<file path="config.mk">
export PLATFORM = sky130hd
export DESIGN_NAME = multicycle_control
export DESIGN_NICKNAME = d
export VERILOG_FILES = /design/src/rtl/ctrl_pkg.sv /design/src/rtl/alu_decoder.sv /design/src/rtl/multicycle_control.sv
export SDC_FILE = /design/constraint.sdc
export NUM_CORES = 1
export LEC_CHECK = 0
export CORE_MARGIN = 4
export CORE_UTILIZATION = 35
export DETAILED_ROUTE_END_ITERATION = 6
export GPL_ROUTABILITY_DRIVEN = 0
export HOLD_SLACK_MARGIN = 0.08
export PLACE_DENSITY_LB_ADDON = 0.12
export SLEW_MARGIN = 0
export SYNTH_ARGS = -nofsm -noshare
export SYNTH_HDL_FRONTEND = slang
export SYNTH_SLANG_ARGS = --single-unit
</file>
<file path="constraint.sdc">
create_clock -name clock -period 1.7 [get_ports clock]
set_input_delay 0.34 -clock clock [delete_from_list [all_inputs] [get_ports clock]]
set_output_delay 0.34 -clock clock [all_outputs]
set_load 0.02 [all_outputs]
</file>
<file path="src/rtl/ctrl_pkg.sv">
// Shared definitions for the multicycle MIPS-subset control path.
// Contents: FSM state encoding, opcode/funct constants and ALU op codes.
package ctrl_pkg;

    localparam int unsigned STATE_W = 4;

    typedef enum logic [STATE_W-1:0] {
        StIdle    = 4'd0,
        StFetch   = 4'd1,
        StDecode  = 4'd2,
        StMemAdr  = 4'd3,
        StMemRd   = 4'd4,
        StMemWb   = 4'd5,
        StMemWr   = 4'd6,
        StRtypeEx = 4'd7,
        StRtypeWb = 4'd8,
        StAddiEx  = 4'd9,
        StAddiWb  = 4'd10,
        StBranch  = 4'd11,
        StJump    = 4'd12
    } state_t;

    // Opcodes (IR[31:26])
    localparam logic [5:0] OP_RTYPE = 6'h00;
    localparam logic [5:0] OP_J     = 6'h02;
    localparam logic [5:0] OP_BEQ   = 6'h04;
    localparam logic [5:0] OP_ADDI  = 6'h08;
    localparam logic [5:0] OP_LW    = 6'h23;
    localparam logic [5:0] OP_SW    = 6'h2B;

    // R-type funct codes (IR[5:0])
    localparam logic [5:0] FN_ADD = 6'h20;
    localparam logic [5:0] FN_SUB = 6'h22;
    localparam logic [5:0] FN_AND = 6'h24;
    localparam logic [5:0] FN_OR  = 6'h25;
    localparam logic [5:0] FN_NOR = 6'h27;
    localparam logic [5:0] FN_SLT = 6'h2A;

    // ALU op codes
    localparam logic [3:0] ALU_AND = 4'd0;
    localparam logic [3:0] ALU_OR  = 4'd1;
    localparam logic [3:0] ALU_ADD = 4'd2;
    localparam logic [3:0] ALU_SUB = 4'd6;
    localparam logic [3:0] ALU_SLT = 4'd7;
    localparam logic [3:0] ALU_NOR = 4'd12;

endpackage

</file>
<file path="src/rtl/alu_decoder.sv">
// Combinational R-type funct decoder.
// Ports:
//   funct          in   6         IR[5:0]
//   alu_op         out  ALU_OP_W  ALU op for the funct (0 when unsupported)
//   illegal_funct  out  1         funct is not a supported R-type operation
module alu_decoder
    import ctrl_pkg::*;
#(
    parameter int unsigned ALU_OP_W = 4
) (
    input  logic [5:0]          funct,
    output logic [ALU_OP_W-1:0] alu_op,
    output logic                illegal_funct
);

    always_comb begin
        alu_op        = '0;
        illegal_funct = 1'b0;
        case (funct)
            FN_ADD:  alu_op = ALU_OP_W'(ALU_ADD);
            FN_SUB:  alu_op = ALU_OP_W'(ALU_SUB);
            FN_AND:  alu_op = ALU_OP_W'(ALU_AND);
            FN_OR:   alu_op = ALU_OP_W'(ALU_OR);
            FN_NOR:  alu_op = ALU_OP_W'(ALU_NOR);
            FN_SLT:  alu_op = ALU_OP_W'(ALU_SLT);
            default: illegal_funct = 1'b1;
        endcase
    end

endmodule

</file>
<file path="src/rtl/multicycle_control.sv">
// Multicycle MIPS-subset control FSM. Sequences fetch/decode/execute/memory/
// writeback and drives every datapath enable and mux select.
// Ports:
//   clock, reset (async, active-high)
//   opcode, funct        instruction fields from the IR
//   zero                 ALU zero flag (branch resolution)
//   mem_ready            memory finished the current access this cycle
//   pc_write_en, i_or_d, mem_read, mem_write, ir_write, reg_dst, mem_to_reg,
//   reg_write, alu_src_a, alu_src_b, pc_src, alu_op   datapath controls
//   illegal              one-cycle pulse on unsupported opcode/funct
//   retired              count of completed instructions (wraps)
module multicycle_control
    import ctrl_pkg::*;
#(
    parameter int unsigned ALU_OP_W = 4,
    parameter int unsigned CNT_W    = 32
) (
    input  logic                clock,
    input  logic                reset,
    input  logic [5:0]          opcode,
    input  logic [5:0]          funct,
    input  logic                zero,
    input  logic                mem_ready,
    output logic                pc_write_en,
    output logic                i_or_d,
    output logic                mem_read,
    output logic                mem_write,
    output logic                ir_write,
    output logic                reg_dst,
    output logic                mem_to_reg,
    output logic                reg_write,
    output logic                alu_src_a,
    output logic [1:0]          alu_src_b,
    output logic [1:0]          pc_src,
    output logic [ALU_OP_W-1:0] alu_op,
    output logic                illegal,
    output logic [CNT_W-1:0]    retired
);

    state_t             state_q, state_d;
    logic [CNT_W-1:0]   retired_q;
    logic               pc_write, branch, retire;
    logic [ALU_OP_W-1:0] dec_alu_op;
    logic               dec_illegal;

    alu_decoder #(
        .ALU_OP_W (ALU_OP_W)
    ) u_alu_decoder (
        .funct         (funct),
        .alu_op        (dec_alu_op),
        .illegal_funct (dec_illegal)
    );

    always_ff @(posedge clock or posedge reset) begin
        if (reset) begin
            state_q   <= StIdle;
            retired_q <= '0;
        end else begin
            state_q <= state_d;
            if (retire) begin
                retired_q <= retired_q + CNT_W'(1);
            end
        end
    end

    always_comb begin
        state_d    = state_q;
        pc_write   = 1'b0;
        branch     = 1'b0;
        i_or_d     = 1'b0;
        mem_read   = 1'b0;
        mem_write  = 1'b0;
        ir_write   = 1'b0;
        reg_dst    = 1'b0;
        mem_to_reg = 1'b0;
        reg_write  = 1'b0;
        alu_src_a  = 1'b0;
        alu_src_b  = 2'd0;
        pc_src     = 2'd0;
        alu_op     = '0;
        illegal    = 1'b0;
        case (state_q)
            StIdle: state_d = StFetch;
            StFetch: begin
                mem_read  = 1'b1;
                alu_src_b = 2'd1;
                alu_op    = ALU_OP_W'(ALU_ADD);
                // Qualified so the IR loads and PC advances exactly once per fetch.
                ir_write  = mem_ready;
                pc_write  = mem_ready;
                if (mem_ready) state_d = StDecode;
            end
            StDecode: begin
                alu_src_b = 2'd3;
                alu_op    = ALU_OP_W'(ALU_ADD);
                case (opcode)
                    OP_LW, OP_SW: state_d = StMemAdr;
                    OP_RTYPE:     state_d = StRtypeEx;
                    OP_BEQ:       state_d = StBranch;
                    OP_ADDI:      state_d = StAddiEx;
                    OP_J:         state_d = StJump;
                    default: begin
                        illegal = 1'b1;
                        state_d = StFetch;
                    end
                endcase
            end
            StMemAdr: begin
                alu_src_a = 1'b1;
                alu_src_b = 2'd2;
                alu_op    = ALU_OP_W'(ALU_ADD);
                state_d   = (opcode == OP_SW) ? StMemWr : StMemRd;
            end
            StMemRd: begin
                i_or_d   = 1'b1;
                mem_read = 1'b1;
                if (mem_ready) state_d = StMemWb;
            end
            StMemWb: begin
                reg_write  = 1'b1;
                mem_to_reg = 1'b1;
                state_d    = StFetch;
            end
            StMemWr: begin
                i_or_d    = 1'b1;
                // Dropped in the completing cycle so the store is not repeated.
                mem_write = ~mem_ready;
                if (mem_ready) state_d = StFetch;
            end
            StRtypeEx: begin
                alu_src_a = 1'b1;
                alu_op    = dec_alu_op;
                if (dec_illegal) begin
                    illegal = 1'b1;
                    state_d = StFetch;
                end else begin
                    state_d = StRtypeWb;
                end
            end
            StRtypeWb: begin
                reg_write = 1'b1;
                reg_dst   = 1'b1;
                state_d   = StFetch;
            end
            StAddiEx: begin
                alu_src_a = 1'b1;
                alu_src_b = 2'd2;
                alu_op    = ALU_OP_W'(ALU_ADD);
                state_d   = StAddiWb;
            end
            StAddiWb: begin
                reg_write = 1'b1;
                state_d   = StFetch;
            end
            StBranch: begin
                alu_src_a = 1'b1;
                alu_op    = ALU_OP_W'(ALU_SUB);
                branch    = 1'b1;
                pc_src    = 2'd1;
                state_d   = StFetch;
            end
            StJump: begin
                pc_write = 1'b1;
                pc_src   = 2'd2;
                state_d  = StFetch;
            end
            default: state_d = StIdle;
        endcase
        pc_write_en = pc_write | (branch & zero);
    end

    // Only completed instructions count; illegal aborts return to fetch uncounted.
    always_comb begin
        retire = 1'b0;
        case (state_q)
            StMemWb, StMemWr, StRtypeWb, StAddiWb, StBranch, StJump:
                retire = (state_d == StFetch);
            default: retire = 1'b0;
        endcase
    end

    assign retired = retired_q;

endmodule

</file>
Word-level counts from Yosys, hierarchy flattened
Index checks and enable logic that the tools add are counted.
W data, S select, Z words.
Word-level totals
  register bits after elaboration: 36
  input port bits: 16
  output and inout port bits: 50
  logic and storage cells: 68
Cells by class
  add/sub/neg operators: 1
  equal/unequal tests: 24
  mux-type cells: 25
  bitwise gates (word level): 3
  reductions and logical operators: 13
Operator list (count)
  $eq A6 B6 Y1 const B: 8
  $pmux W4 S5: 2
  $add A32 B1 Y32 const B: 1
  $pmux W4 S8: 1
  $reduce_or A6 Y1: 4
  $eq A4 B4 Y1 const B: 5
  $eq A4 B3 Y1 const B: 4
  $mux W4: 4
  $mux W1: 12
  $pmux W4 S3: 1
  $eq A4 B1 Y1 const B: 2
  $eq A4 B2 Y1 const B: 2
  $reduce_or A2 Y1: 4
  $reduce_or A4 Y1: 2
  $eq A6 B2 Y1 const B: 1
  $eq A6 B3 Y1 const B: 1
  $eq A6 B4 Y1 const B: 1
  $logic_not A6 Y1: 1
  $pmux W2 S3: 1
  $logic_not A4 Y1: 1
  $pmux W1 S2: 2
  $pmux W2 S2: 1
  $reduce_or A3 Y1: 1
  $mux W2: 1
  3 further kinds: 3

Depth between registers and ports, before layout
Gate-level depths: netlist (run 1).
  depth in word-level cells: 6
  depth in mapped cells: 7

Hierarchy
From an unflattened synthesis (run 1), not the netlist that was laid out.
Unflattened totals
  cells, all modules: 248
  area total of the unflattened synthesis: 2432.3 sq um
By module, submodules not included
  multicycle_control: instances 1, cells an instance 233, area each 2322.2 sq um, sequential area each 900.9 sq um
  alu_decoder: instances 1, cells an instance 15, area each 110.1 sq um, sequential area each 0.0 sq um

Worst setup path after synthesis (run 1)
Ideal clock, no wire load.
  path kind: register to register
  start: reg retired_q[3] (netlist: retired[3])
  end: reg retired_q[30] (netlist: retired[30])
  data arrival time: 1987 ps
  path slack: -367 ps
  cell stages (with the launch flop): 8
  period minus slack after synthesis: 2067 ps
  cell sequence: dfrtp_1 > nand4_2 > or2_4 > or3_1 > buf_6 > buf_12 > nor4_2 > xnor2_1
Between the ends
  cells in the longest elaborated chain, start to end: 1
Ends and longest elaborated chain
  start, declared: RTL line multicycle_control.sv:41  | logic [CNT_W-1:0] retired_q;
  start signal, assigned: RTL line multicycle_control.sv:61  | retired_q <= retired_q + CNT_W'(1);
  $add A32 B1 Y32: RTL line multicycle_control.sv:61
Every way passes these cells.
A chain may end at the register's enable or synchronous reset.

Final worst setup path (run 1)
  start: reg retired_q[5] (netlist: retired[5])
  end: reg retired_q[24] (netlist: retired[24])
Same word-level chain as after synthesis.

==> results.tsv, run 1 <==
stage	metric	value	unit
run_status	status	finished, violations left	
run_status	violated checks	negative setup slack	
global_route	first-pass GRT wire length	11100	um
synth	Yosys Warn Count	0	
synth	sequential element share of the synthesized area	0.407	
clock_network	CTS Buffer Depth	2	
timing	Final Max Tran Viols	0	
drt	Post-DRT Antenna Nets	0	
timing	Slew HR	0.668	
floorplan	row count	28	
synth	Netlist cell types	50	
timing	Fmax	529	MHz
clock_network	Reg clk slew, reported paths	70	ps
placement	dpl ws	-883	ps
synth	Syn Nets	252	
drt	DRC	0	
clock_network	CTS sink cnt	36	
floorplan	Starting Density	0.368	
cells_and_area	area added between synthesis and finish	100	%
drt	final wirelength	7380	um
cells_and_area	area of the multi-input gates	1740	um2
synth	FFs w/ async S/R, synth	1.00	
floorplan	Die X	87.6	um
power_and_ir_drop	P_int	3.12	mW
timing	Hold WS	391	ps
power_and_ir_drop	switch share	0.393	
drt	wire length per cell	15.7	um
cells_and_area	Final #Nets	411	
cells_and_area	share of cells above drive strength 1	0.539	
global_route	GRT Overall Usage	0.180	
floorplan	num ports	66	
drt	Starting DRT DRC Count	56	
placement	placed cells	428	
worst_setup_path	CP Max Fanout	6	
floorplan	Die Y	87.6	um
timing	setup tns final	-4710	ps
power_and_ir_drop	P_sw	2.02	mW
floorplan	Die Footprint	7670	um2
timing	measured slew at the worst slew-check pin	493	ps
synth	most frequently used flop master after synthesis	dfrtp_1	
timing	Final Cycle Share	1.11	
floorplan	Core ar.	6030	um2
cells_and_area	fin util	0.736	
power_and_ir_drop	peak supply drop	1.36	mV
cells_and_area	register area	912	um2
global_route	vias in the first global route	2356	
cells_and_area	Ant. Diodes	0	
global_route	initial antenna violation count	0	
clock_network	clk_lat worst skew	290	ps
power_and_ir_drop	clock share of power	0.132	
placement	number of I/O port buffers	65	
global_route	grt ovf	0	
synth	Post-synth EDFFs	0	
synth	Post-Synthesis Mean Instance Area	9.43	um2
timing	RSZ-0062 raised after global routing	true	
timing	Clock Skew	5.44	ps
clock_network	# H-tree levels	2	
worst_hold_path	hold crit path type	in -> async	
cells_and_area	final std cells w/o fill	470	
power_and_ir_drop	Reg power frac	0.218	
synth	#FFs+latches synth	36	
cells_and_area	Filler Cells Inserted	420	
flow_run	maxcap violations	0	
worst_setup_path	Worst Path Required	1920	ps
synth	Cells after Synth	235	
cells_and_area	post-route cell area	4440	um2
worst_setup_path	Critical Path AT	2110	ps
placement	Placed Area	3570	um2
synth	synthesized area	2220	um2
clock_network	CTS tree	done	
timing	setup slack after layout	-190	ps
worst_setup_path	Worst setup EP type	register	
timing	post-layout min period	1890	ps
timing	final hold violations	0	
power_and_ir_drop	Pleak	2.30	nW
clock_network	Inserted Clock Buffers	5	
worst_setup_path	critical path type	reg -> reg	
global_route	largest net degree at the start of global routing	37	
drt	Vias	2380	
placement	Final HPWL DP	4520	um
clock_network	cts hold-fix bufs	0	
power_and_ir_drop	Logic pwr share	0.650	
worst_setup_path	startpoint types	register	
power_and_ir_drop	Power Total	5.15	mW
drt	Detailed Routing Iterations Pass 1	4	
power_and_ir_drop	power density cells	1160	nW/um2
drt	vias per cell	5.06	
clock_network	clk root buf	clkbuf_8	
timing	final setup fails	47	
-- worst paths after layout --
| check | slack, ps | cells after the start | from | end |
|---|---|---|---|---|
| max | -190 | 6 | retired[5] | retired[24] |
| min | 390 | 3 | reset | retired[17] |
| max reg2reg | -190 | 6 | retired[5] | retired[24] |
| min reg2reg | 460 | 1 | retired[31] | retired[31] |
| max in group asynchronous | 1090 | 3 | reset | state_q[1] |
| min in group clock | 460 | 1 | retired[31] | retired[31] |
-- critical path, cell delays in order, from the launching register on --
cell     delay [ps]
dfrtp_2         390
nand4_4         100
or2_4           260
or3_4           470
buf_4           180
nor4_4          260
xor2_1          160
-- Yosys cell counts, types with 2 or more instances --
cell type | number | share of area
a21oi_1 | 8 | 0.018
and3_1 | 4 | 0.011
nand4_1 | 3 | 0.0085
o31ai_1 | 2 | 0.0068
dfrtp_1 | 36 | 0.41
inv_1 | 13 | 0.022
nand4b_1 | 3 | 0.012
nor4_2 | 3 | 0.017
or2_2 | 3 | 0.0085
xor2_1 | 17 | 0.067
nor4_4 | 3 | 0.029
nand2b_1 | 6 | 0.017
xnor2_1 | 17 | 0.067
nand3_1 | 10 | 0.023
nand3b_1 | 3 | 0.010
clkbuf_1 | 7 | 0.012
nor2_1 | 18 | 0.030
o21a_1 | 2 | 0.0068
nor4_1 | 7 | 0.020
nand2_1 | 13 | 0.022
nor2b_1 | 2 | 0.0056
o21ai_0 | 9 | 0.020
or3_1 | 3 | 0.0085
a211o_1 | 3 | 0.012
nor3_1 | 15 | 0.034
-- sequential cells by signal, indices dropped and copies added, names as in the netlist --
register  flops
retired      32
state_q       4
-- cells in the final DEF, fill, tap and decap left out, drive strengths merged, types with 2 or more instances in the layout --
master / n
clkdlybuf4s50: 16
nor2b: 2
clkbuf: 14
xnor2: 17
o21ai: 10
a21oi: 8
dfrtp: 36
or3: 4
xor2: 17
buf: 115
o31ai: 2
and3: 4
a211o: 3
dlygate4sd2: 14
nor4: 13
nor3: 15
o211ai: 2
nand3: 11
nand4b: 3
dlymetal6s2s: 9
nor2: 18
nand3b: 3
clkdlybuf4s15: 2
nor4b: 2
inv: 13
nand2b: 6
nand2: 13
nand4: 4
or2: 4
o21a: 2
-- what timing repair did --
| action | CTS | global route |
|---|---|---|
| pin swaps | 27 | 48 |
| setup endpoints to repair | 59 | 58 |
| resized for setup | 182 | 84 |
| cloned | 1 | 1 |
| buffers inserted | 24 | 10 |
-- layer usage --
layer	vias up	share of wire	global-route usage
li1	1149	-	-
met1	1159	0.42	0.230
met2	63	0.51	0.311
met3	9	0.052	0.0339
met4	0	0.014	0.0502
met5	-	0	0
-- power by group through the flow --
| stage | logic, mW | registers (mW) | clock network, mW |
|---|---|---|---|
| global route | 3.55 | 1.13 | 0.725 |
| CTS | 2.74 | 1.10 | 0.691 |
| finish | 3.34 | 1.12 | 0.681 |
| detailed placement | 2.41 | 1.11 | 0 |
| floorplan | 1.17 | 1.20 | 0 |
| global placement | 2.40 | 1.11 | 0 |
-- cell families (layout without fill, tap and decap cells) --
logic type      count (synthesis)  after routing  synth area share
simple gates                  104            105             0.292
xor+xnor                       34             34             0.134
buf+inv                        24            183            0.0519
compound gates                 35             35             0.104
mux                             1              1           0.00508
flops                          36             36             0.407
fa+ha+maj                       1              1           0.00565
-- final cells by class --
class,count,share of cell area
timing repair buffer,162,0.348
tap,75,0.0212
clock buffer,8,0.0226
inverter,13,0.0110
sequential,36,0.206
multi-input combinational,176,0.392
No activity file was read; power rests on OpenSTA's default activity.
==> run 2: changes to the inputs <==
RECOVER_POWER = 50   (was default)
==> results.tsv, run 2 (synthesized netlist as in run 1, its figures left out) <==
stage	metric	value	unit
placement	Placed Area	3570	um2
cells_and_area	final std cells w/o fill	470	
timing	Final Cycle Share	1.11	
placement	number of I/O port buffers	65	
cells_and_area	Largest register FFs	32	
worst_setup_path	CP max stage delay	430	ps
cells_and_area	Final #Nets	411	
timing	Slew HR	0.383	
clock_network	CTS tree	done	
timing	RSZ-0062 raised after global routing	true	
worst_setup_path	Setup crit end	mem_to_reg	
global_route	grt ovf	0	
clock_network	Inserted Clock Buffers	5	
worst_setup_path	critical path type	reg -> out	
timing	Final Max Tran Viols	0	
run_status	violated checks	negative setup slack	
flow_run	maxcap violations	0	
worst_hold_path	hold crit path type	reg -> reg	
worst_hold_path	hold path depth	1	
timing	setup tns final	-4690	ps
cells_and_area	Ant. Diodes	0	
worst_setup_path	r2r setup slk	-180	ps
power_and_ir_drop	power density cells	1160	nW/um2
global_route	largest net degree at the start of global routing	37	
worst_setup_path	worst r2r src	retired[5]	
drt	DRC	0	
worst_setup_path	Worst Path Required	1360	ps
timing	post-layout min period	1890	ps
clock_network	# H-tree levels	2	
floorplan	Core ar.	6030	um2
cells_and_area	area added between synthesis and finish	99.5	%
timing	final setup fails	47	
worst_setup_path	most used cell, CP	buf_4	
power_and_ir_drop	Pleak	2.30	nW
global_route	first-pass GRT wire length	11100	um
drt	Post-DRT Antenna Nets	0	
floorplan	row count	28	
cells_and_area	post-route cell area	4420	um2
global_route	initial antenna violation count	0	
worst_setup_path	R2R Path End	retired[24]	
clock_network	CTS Buffer Depth	2	
timing	setup slack after layout	-186	ps
worst_setup_path	Worst setup EP type	primary output	
drt	Starting DRT DRC Count	53	
run_status	status	finished, violations left	
cells_and_area	share of cells above drive strength 1	0.539	
worst_setup_path	worst-path cell chain	buf_4, nand2b_1, buf_4, nor2_1, clkdlybuf4s15_2	
worst_setup_path	Critical Path AT	1550	ps
global_route	GRT Overall Usage	0.180	
drt	wire length per cell	15.7	um
timing	Clock Skew	5.39	ps
timing	Fmax	530	MHz
timing	final hold violations	0	
timing	measured slew at the worst slew-check pin	925	ps
floorplan	num ports	66	
drt	final wirelength	7390	um
worst_setup_path	slowest cell on the critical path	dfrtp_2	
power_and_ir_drop	peak supply drop	1.36	mV
global_route	vias in the first global route	2356	
clock_network	clk_lat worst skew	290	ps
clock_network	CTS sink cnt	36	
placement	Final HPWL DP	4520	um
drt	Detailed Routing Iterations Pass 1	4	
worst_setup_path	worst reg2reg path depth	6	
cells_and_area	commonest cells after routing, fill and taps aside	69 x buf_4, 37 x buf_6, 27 x dfrtp_1	
floorplan	Die Footprint	7670	um2
clock_network	cts hold-fix bufs	0	
cells_and_area	leading cell type in the layout, fill and taps excluded	buf_4	
drt	Vias	2389	
floorplan	Die X	87.6	um
clock_network	Reg clk slew, reported paths	70	ps
clock_network	clk root buf	clkbuf_8	
worst_setup_path	CP Max Fanout	8	
placement	placed cells	428	
drt	vias per cell	5.08	
worst_setup_path	startpoint types	register	
worst_setup_path	Critical Path Start	state_q[0]	
floorplan	Die Y	87.6	um
floorplan	Starting Density	0.368	
[run 2: layer usage]
metal  share of wire  up-vias  global-route usage
met4           0.014        0              0.0502
met1            0.42     1175               0.230
met2            0.52       56               0.311
met5               0        -                   0
met3           0.045        9              0.0339
li1                -     1149                   -
[run 2: worst min path at each step]
stage / startpoint / endpoint / slack, ps
finish: retired[31] / retired[31] / 460
global route: retired[31] / retired[31] / 480
CTS: reset / retired[1] / 400
detailed placement: retired[31] / retired[31] / 460
global placement: retired[31] / retired[31] / 450
floorplan: opcode[3] / state_q[1] / 470
[run 2: timing repair]
item / 4_1_cts / 5_1_grt
setup endpoints to repair: 59 / 58
resized for setup: 182 / 84
pin swaps: 27 / 48
buffers inserted: 24 / 10
endpoints found under the hold margin: 0 / 0
cloned: 1 / 1
[run 2: worst max-delay path: cells and delay by family (launching register included)]
family / cells / cell delay, ps
and+or+nand+nor: 2 / 200
buffers and inverters: 3 / 630
DFF: 1 / 430
[run 2: final cells by class]
class,count,area [um2]
fillers,422,1610
flip-flops and latches,36,912
clock buffers,8,100
inverters,13,48.8
multi-input cells,176,1740
well taps,75,93.8
repair buffers,162,1530
[run 2: report_power, final]
part / switching (mW) / internal (mW) / leakage, nW
Clock: 0.311 / 0.370 / 0.0515
Combinational: 1.58 / 1.77 / 1.82
Sequential: 0.140 / 0.980 / 0.429
[run 2: per-stage QoR]
| step | hold WS, ps | power, mW | worst slack [ps] | utilization |
|---|---|---|---|---|
| after floorplan | 470 | 2.37 | -193 | - |
| after global placement | 455 | 3.51 | -862 | 0.593 |
| after detailed placement | 464 | 3.52 | -883 | 0.593 |
| after CTS | 401 | 4.53 | -186 | 0.678 |
| after global routing | 480 | 5.40 | -264 | 0.734 |
| final | 464 | 5.14 | -186 | 0.734 |
==> run 3: changes to the inputs <==
CTS_CLUSTER_DIAMETER = 120   (was default)
==> results of run 3 <==
Final layout, timing and power as in run 2 (identical DEF).
==> RTL change: new RTL, config.mk and constraints of run 2 <==
Set the parameter `CNT_W` to 40 (it was 32).
--- a/src/rtl/multicycle_control.sv
+++ b/src/rtl/multicycle_control.sv
@@ -13,7 +13,7 @@
     import ctrl_pkg::*;
 #(
     parameter int unsigned ALU_OP_W = 4,
-    parameter int unsigned CNT_W    = 32
+    parameter int unsigned CNT_W    = 40
 ) (
     input  logic                clock,
     input  logic                reset,
Ports: changed (resized retired); port bits go from 66 to 74. No check against the original RTL was run, so the function may have changed too.
==> RTL change against run 2 <==
- the flow still finishes with violations (setup timing)
- sequential share of layout area up 2.7 points
- worst setup slack got worse by 0.056 ns
- synthesized cell count rose by 20%
- power decreased by 8.1%
- critical path depth rose by 2
- sequential power is 12% higher
- synthesized area is 20% higher
- non-clock buffer count rose by 11
- global-route usage hardly changed
- design area increased by 7.7%
- clock skew increased by 0.0062 ns
- sequential cell count is 8 higher
- routed wire length up 11%
- largest cell class unchanged
==> RTL change: results <==
[status]
failed_checks = setup timing
run_status = complete, but fails checks

[place]
post-dp-hpwl_mm = 5.70

[logic_synthesis]
synth.mux.area_fraction = 0.00424
synth_adder_area_share = 0.00471
syn-num-nets = 299
synth-compound-area-share = 0.0844
post_synth_inst_count = 282
count_of_cell_types_in_the_netlist = 52
yosys-top-cells-area = dfrtp_1, xor2_1, xnor2_1
synth.yosys.seq_area_share = 0.415

[sta]
fin_skew_ns = 0.0116
setup_ws_ns = -0.242
finalSetupViolCount = 54
timing_worst_slew_pin_value_ns = 1.12

[global_routing]
grt_start_max_net_pins = 45
grtUsageTotal = 0.180
number_of_global_route_vias_before_repair = 2810

[cells_and_area]
final_net_count = 471
post_route_cells_drive_above_1_share = 0.468
largest_register_ffs = 40
layout.cells.non_filler = 554

[worst_setup_path]
critPathArrivalTime_ns = 2.14
timing.critical_path.fanout_max = 7
worst_path_largest_cell_delay_ns = 0.49

[drt]
vias_per_cell = 5.01
dr.first_iter.drc_count = 91
routed_wl_mm = 8.23

[clock_network]
path_clk_slew_ns = 0.09

[pwr]
p_leak_nw = 2.46
==> RTL change: path summary, 6_finish.rpt <==
check | slack (ns) | startpoint | to | cells after the start
max | -0.24 | state_q[2]$_DFF_PP0_ | retired[23]$_DFFE_PP0P_ | 7
min | 0.47 | retired[39]$_DFFE_PP0P_ | retired[39]$_DFFE_PP0P_ | 1
max reg2reg | -0.24 | state_q[2]$_DFF_PP0_ | retired[23]$_DFFE_PP0P_ | 7
min reg2reg | 0.47 | retired[39]$_DFFE_PP0P_ | retired[39]$_DFFE_PP0P_ | 1
max in group asynchronous | 0.24 | reset | state_q[1]$_DFF_PP0_ | 3
min in group asynchronous | 0.69 | reset | retired[39]$_DFFE_PP0P_ | 3
==> RTL change: worst max-delay path, delay by kind of cell (launching register included) <==
kind | cells | cell delay (ns)
xor gates and xnor gates | 1 | 0.15
DFF | 1 | 0.49
buffers and inverters | 2 | 0.32
AOI/OAI and AO/OA | 1 | 0.31
and+or+nand+nor | 3 | 0.57
==> RTL change: per-layer routing <==
layer / vias to the layer above / part of all wire / GRT usage
li1: 1330 / - / -
met1: 1353 / 0.43 / 0.226
met2: 74 / 0.50 / 0.308
met3: 16 / 0.048 / 0.0355
met4: 0 / 0.021 / 0.0613
met5: - / 0 / 0
==> RTL change: timing repair <==
action / CTS / global route
endpoints found under the setup margin: 85 / 64
gates resized for setup: 185 / 71
pin swaps: 39 / 15
buffers inserted: 10 / 10
==> RTL change: logic make-up (layout without fill, tap and decap cells) <==
kind of cell	after synthesis	count (layout)
flip-flops	44	44
multiplexers	1	1
AND/OR/NAND/NOR	147	147
AO/OA/AOI/OAI	31	31
adder cells (fa/ha/maj)	1	1
XOR/XNOR	40	40
buffers and inverters	18	191
==> RTL change: stage by stage <==
step / worst slack [ns] / setup TNS [ns] / total power [mW] / instance area (µm²)
floorplan: -0.0717 / -0.178 / 2.24 / 2690
global placement: -0.752 / -22.02 / 3.19 / 4100
detailed placement: -0.756 / -22.75 / 3.18 / 4100
CTS: -0.203 / -5.87 / 4.20 / 4450
global route: -0.320 / -11.85 / 4.98 / 4760
finish: -0.242 / -7.71 / 4.73 / 4760
==> RTL change: report_power, final <==
| group | leakage, nW | total [mW] | switching (mW) | internal [mW] |
|---|---|---|---|---|
| combinational | 1.84 | 2.82 | 1.38 | 1.44 |
| clock | 0.0424 | 0.661 | 0.367 | 0.294 |
| sequential | 0.577 | 1.25 | 0.0989 | 1.15 |
==> RTL change: area by class of cell <==
| cell class | count | share of cell area |
|---|---|---|
| clock buffer | 7 | 0.0160 |
| sequential | 44 | 0.233 |
| clock inverter | 1 | 0.00184 |
| tap | 99 | 0.0260 |
| inverter | 10 | 0.00893 |
| timing repair buffer | 173 | 0.329 |
| multi-input combinational | 220 | 0.385 |
